<file path="config.mk">
export PLATFORM = sky130hd
export DESIGN_NAME = map_inflate_window_max
export DESIGN_NICKNAME = d
export VERILOG_FILES = /design/src/rtl/map_inflate_window_max.sv
export SDC_FILE = /design/constraint.sdc
export NUM_CORES = 1
export LEC_CHECK = 0
export CAP_MARGIN = 5
export CORE_MARGIN = 4
export CORE_UTILIZATION = 35
export CTS_CLUSTER_SIZE = 14
export DETAILED_ROUTE_END_ITERATION = 16
export GPL_TIMING_DRIVEN = 1
export PLACE_DENSITY = 0.52
export SLEW_MARGIN = 20
export SYNTH_ARGS = -nofsm -noshare
export SYNTH_HDL_FRONTEND = slang
export SYNTH_SLANG_ARGS = --single-unit
</file>
<file path="constraint.sdc">
create_clock -name clk -period 6 [get_ports clk]
set_input_delay 1.2 -clock clk [delete_from_list [all_inputs] [get_ports clk]]
set_output_delay 1.2 -clock clk [all_outputs]
set_load 0.05 [all_outputs]
</file>
<file path="src/rtl/map_inflate_window_max.sv">
// Sliding KERNEL_SIZE x KERNEL_SIZE window maximum (grey-scale dilation) over KERNEL_SIZE row lanes.
// Optional MAP_BINARIZE_EN turns the window maximum into an occupied/free value using OCC_THRESH.
module map_inflate_window_max #(
  parameter int KERNEL_SIZE = 3,
  parameter int DATA_WIDTH  = 8,
  parameter int IMG_WIDTH   = 64,
  parameter int CNT_WIDTH   = 7,
  parameter int OCC_THRESH  = 128
) (
  input  logic                              clk,
  input  logic                              rst,
  input  logic [KERNEL_SIZE*DATA_WIDTH-1:0] s_axis_tdata,
  input  logic [KERNEL_SIZE-1:0]            s_axis_tvalid,
  output logic [KERNEL_SIZE-1:0]            s_axis_tready,
  output logic [DATA_WIDTH-1:0]             m_axis_tdata,
  output logic                              m_axis_tvalid,
  input  logic                              m_axis_tready,
  output logic                              m_axis_tlast
);

  localparam logic [CNT_WIDTH-1:0] LAST_COL  = CNT_WIDTH'(IMG_WIDTH - 1);
  localparam logic [CNT_WIDTH-1:0] FILL_LAST = CNT_WIDTH'(KERNEL_SIZE - 2);

  if (KERNEL_SIZE < 2 || IMG_WIDTH < KERNEL_SIZE || (2 ** CNT_WIDTH) <= (IMG_WIDTH - 1) ||
      OCC_THRESH < 0 || OCC_THRESH >= (2 ** DATA_WIDTH)) begin : g_param_err
    $error("map_inflate_window_max: inconsistent parameters");
  end

  typedef enum logic {FILL, STREAM} state_t;

  state_t                  state, state_nxt;
  logic [CNT_WIDTH-1:0]    col_cnt;
  logic [DATA_WIDTH-1:0]   hist [KERNEL_SIZE];
  logic [DATA_WIDTH-1:0]   cmax;
  logic [DATA_WIDTH-1:0]   win_max;
  logic [DATA_WIDTH-1:0]   out_pix;
  logic                    pop;

  // A column is taken only when every lane offers data and the output register can accept.
  assign pop           = (&s_axis_tvalid) & (~m_axis_tvalid | m_axis_tready);
  assign s_axis_tready = {KERNEL_SIZE{pop}};

  always_comb begin
    cmax = s_axis_tdata[0 +: DATA_WIDTH];
    for (int k = 1; k < KERNEL_SIZE; k++) begin
      if (s_axis_tdata[k*DATA_WIDTH +: DATA_WIDTH] > cmax) begin
        cmax = s_axis_tdata[k*DATA_WIDTH +: DATA_WIDTH];
      end
    end
  end

  // The newest column is still on the inputs, so only the KERNEL_SIZE-1 previous history entries join it.
  always_comb begin
    win_max = cmax;
    for (int k = 0; k < KERNEL_SIZE - 1; k++) begin
      if (hist[k] > win_max) begin
        win_max = hist[k];
      end
    end
  end

`ifdef MAP_BINARIZE_EN
  assign out_pix = (win_max >= DATA_WIDTH'(OCC_THRESH)) ? {DATA_WIDTH{1'b1}} : '0;
`else
  assign out_pix = win_max;
`endif

  always_comb begin
    state_nxt = state;
    case (state)
      FILL:    if (pop && col_cnt == FILL_LAST) state_nxt = STREAM;
      STREAM:  if (pop && col_cnt == LAST_COL)  state_nxt = FILL;
      default: state_nxt = FILL;
    endcase
  end

  always_ff @(posedge clk or posedge rst) begin
    if (rst) begin
      state <= FILL;
    end else begin
      state <= state_nxt;
    end
  end

  // Column history and counter advance only on a pop; a row wrap restarts the fill.
  always_ff @(posedge clk or posedge rst) begin
    if (rst) begin
      col_cnt <= '0;
      for (int k = 0; k < KERNEL_SIZE; k++) begin
        hist[k] <= '0;
      end
    end else if (pop) begin
      hist[0] <= cmax;
      for (int k = 1; k < KERNEL_SIZE; k++) begin
        hist[k] <= hist[k-1];
      end
      col_cnt <= (col_cnt == LAST_COL) ? '0 : col_cnt + CNT_WIDTH'(1);
    end
  end

  // Output register holds while stalled; a handshake with a same-cycle pop reloads it directly.
  always_ff @(posedge clk or posedge rst) begin
    if (rst) begin
      m_axis_tdata  <= '0;
      m_axis_tvalid <= 1'b0;
      m_axis_tlast  <= 1'b0;
    end else if (pop && state == STREAM) begin
      m_axis_tdata  <= out_pix;
      m_axis_tvalid <= 1'b1;
      m_axis_tlast  <= (col_cnt == LAST_COL);
    end else if (m_axis_tready) begin
      m_axis_tvalid <= 1'b0;
    end
  end

endmodule

</file>
==> key figures <==
Outcome
  – Status: complete, but fails checks
  – Failing checks: negative setup slack

Route
  – Drt wl/cell: 14.1 um
  – Total Routed Length: 7.63 mm
  – Drt pass-1 iters: 4
  – Vias: 2713
  – DR DRC count: 0
  – Initial DRC Count: 72
  – Via density per instance: 5.01
  – Post-route ant nets: 0

Worst setup path
  – Crit path launch type: primary input
  – WP data required: 6.21 ns
  – Reg-to-reg setup timing slack: 2.35 ns
  – CP delay by family, top: compound AO/OA/AOI/OAI gates
  – WP buf/inv: 4
  – Reg2reg end: m_axis_tdata[4]$_DFFE_PP0P_
  – RR Startpoint: hist[22]$_DFFE_PP0P_
  – Reg2Reg Depth: 17
  – WS Path Type: primary input to flop
  – Max FO, Critical Path: 7
  – Kind of end point of the critical path: flop
  – Crit path max-delay cell type: or4_4
  – Crit path DAT: 7.45 ns
  – Worst path max stage delay: 0.49 ns

Power
  – Sw frac: 40.1%
  – Clock power frac: 16.7%
  – Internal: 0.936 mW
  – Pwr per Cell Area: 354 mW/mm2
  – Leakage power: 2.09 nW
  – Psw: 0.627 mW
  – Share of power burned in registers: 23.6%
  – Comb pwr share: 59.6%
  – VDD IR-drop max: 0.159 mV

Clock tree
  – Clock-pin slew on the worst setup and hold paths: 0.07 ns
  – Htree depth: 2
  – CTS Root Cell: clkbuf_8
  – Hold Buf Count CTS: 0
  – TritonCTS clock tree: done
  – TritonCTS Buffers: 5
  – Clock buffer depth: 2
  – Worst-Skew Late Latency: 0.29 ns
  – TritonCTS Sinks: 34

Yosys
  – Net Count, Synth: 374
  – Cell variety after synth: 55
  – Asr flop ratio synth: 100%
  – Post-Synthesis Cell Area: 0.00272 mm2
  – Most frequent cells after synthesis: nand2_1 (49), dfrtp_1 (34), ha_1 (32)
  – Most frequent cell after synthesis: nand2_1
  – Area leader, netlist: dfrtp_1
  – Commonest register cell after synthesis: dfrtp_1
  – Gate Count Post-Synth: 312
  – Register bit total from synthesis: 34
  – Syn. warnings: 0
  – Share of the synthesized area in the top cell type: 31.3%
  – Area contributors post-synth: dfrtp_1 (31%), ha_1 (15%), mux2i_1 (7.0%)
  – Post-synth EDFFs: 0
  – Syn avg cell area: 8.72 um2
  – Register area share after synthesis: 31.3%

Place
  – Post-DP Area: 0.00380 mm2
  – Gpl congestion: 0.858
  – Dpl ws: -2.14 ns
  – Buffers added on ports: 42
  – Post-DP HPWL: 5.70 mm

Floorplanning
  – CORE AREA: 0.00741 mm2
  – Die Y: 96.2 um
  – Starting density of the core: 36.7%
  – Std-Cell Rows: 31
  – Die Width: 96.2 um
  – Die Area: 0.00925 mm2
  – IO Count: 43

Timing
  – Fin Setup TNS: -9.77 ns
  – Slew margin rel.: 65.6%
  – Unrepaired setup endpoints after global routing: true
  – Fin crit period: 7.23 ns
  – Max-slew violations: 0
  – Slew @ Worst Pin: 0.514 ns
  – Post-route setup slack: -1.23 ns
  – Setup violators final: 8
  – Max Freq: 0.138 GHz
  – Period utilization: 121%
  – Layout Skew: 0.00805 ns
  – Final Hold Viols: 0

Min path
  – Hold path depth: 2
  – Hold Path Origin: m_axis_tdata[5]$_DFFE_PP0P_
  – Hold path endpoint: m_axis_tdata[5]$_DFFE_PP0P_
  – Hold Path Class: flop to flop

Global routing
  – Gr usage total: 17.0%
  – Busiest layer in global routing: met2
  – First-pass GRT wire length: 12.5 mm
  – Grt met2 use: 28.5%
  – Met1 Use GR: 23.2%
  – M3 GR Usage: 2.81%
  – Largest net degree at the start of global routing: 35
  – Initial antenna violation count: 0
  – Total gr overflow: 0
  – Vias in the first global route: 2715

Layout
  – Fin area: 0.00442 mm2
  – P&R area growth vs syn: 62.4%
  – Fill count: 661
  – Nets: 504
  – Share of cells above drive strength 1: 42.0%
  – # diodes: 0

Flow run
  – Max_cap viols: 0
-- flip-flops by register name, indices dropped and copies added (netlist names) --
name	cells
hist	16
m_axis_tvalid	1
m_axis_tlast	1
state	1
col_cnt	7
m_axis_tdata	8
-- worst max-delay path by stage --
stage               startpoint                     endpoint  slack, ns  cells past startpoint
2_1_floorplan  s_axis_tdata[9]  m_axis_tdata[0]$_DFFE_PP0P_      -1.20                     35
3_3_place_gp   s_axis_tdata[1]  m_axis_tdata[1]$_DFFE_PP0P_      -2.00                     36
3_5_place_dp   s_axis_tdata[1]  m_axis_tdata[1]$_DFFE_PP0P_      -2.14                     37
4_1_cts        s_axis_tdata[1]  m_axis_tdata[1]$_DFFE_PP0P_      -1.14                     35
5_1_grt        s_axis_tdata[1]  m_axis_tdata[5]$_DFFE_PP0P_      -1.53                     33
6_report       s_axis_tdata[9]  m_axis_tdata[4]$_DFFE_PP0P_      -1.23                     32
-- layout make-up --
class	count	area [um2]	share of cell area, %
inverters	32	125	2.83
multi-input cells	239	2120	48.0
clock buffers	6	82.6	1.87
repair buffers	130	1050	23.8
flip-flops and latches	34	851	19.3
well taps	99	124	2.80
clock inverters	2	60.1	1.36
-- placed cells by master, fill, tap and decap left out, drive strengths merged, types with 2 or more instances in the layout --
| master | count |
|---|---|
| nand3 | 12 |
| xnor2 | 3 |
| clkbuf | 8 |
| mux2i | 19 |
| dlygate4sd2 | 3 |
| clkdlybuf4s50 | 26 |
| or2 | 2 |
| and4 | 3 |
| nor2 | 15 |
| o211a | 2 |
| buf | 96 |
| and3 | 2 |
| o211ai | 10 |
| clkinv | 2 |
| o21a | 2 |
| nand2 | 52 |
| nor2b | 4 |
| nor3 | 4 |
| a21oi | 18 |
| bufinv | 2 |
| dfrtp | 34 |
| inv | 30 |
| nand4 | 7 |
| a21o | 2 |
| clkdlybuf4s15 | 3 |
| a31oi | 2 |
| ha | 32 |
| o21ai | 24 |
| nand2b | 5 |
-- layer usage --
metal  wire [um]  up-vias
li1            -     1367
met1        3630     1308
met2        3710       34
met3         231        4
met4          53        0
met5           0        -
-- cell families (layout without fill, tap and decap cells) --
| family | after synthesis | after routing | synth area share [%] |
|---|---|---|---|
| XOR/XNOR | 4 | 4 | 1.29 |
| adder cells (fa/ha/maj) | 32 | 32 | 14.7 |
| AO/OA/AOI/OAI | 71 | 71 | 19.1 |
| flip-flops | 34 | 34 | 31.3 |
| multiplexers | 20 | 20 | 7.41 |
| buffers and inverters | 40 | 170 | 6.21 |
| AND/OR/NAND/NOR | 111 | 112 | 20.0 |
-- through the flow --
step | util, % | instances | hold slack [ns] | power (mW)
final | 59.6 | 542 | 0.502 | 1.56
after global placement | 51.2 | 513 | 0.485 | 1.16
after global routing | 59.6 | 542 | 0.530 | 1.68
after CTS | 56.9 | 536 | 0.505 | 1.49
after detailed placement | 51.2 | 513 | 0.486 | 1.17
after floorplan | - | 312 | 0.471 | 0.852
-- repair_timing --
item                       CTS  global route
setup endpoints to repair    8             8
resized for setup           78            39
pin swaps                   36            34
setup buffers               14             6
gates cloned                 1             0
-- worst min-delay path: cells and delay by family (launching register included) --
kind	cells	cell delay (ns)
AO/OA/AOI/OAI	1	0.05
flip-flops	1	0.35
AND/OR/NAND/NOR	1	0.06
-- power groups by stage --
stage	clock [mW]	combinational, mW	sequential [mW]
2_1_floorplan	0	0.405	0.446
3_3_place_gp	0	0.794	0.368
3_5_place_dp	0	0.799	0.369
4_1_cts	0.267	0.852	0.367
5_1_grt	0.279	1.02	0.382
6_report	0.262	0.932	0.369
Note: power is estimated with default switching activity, not from simulation.
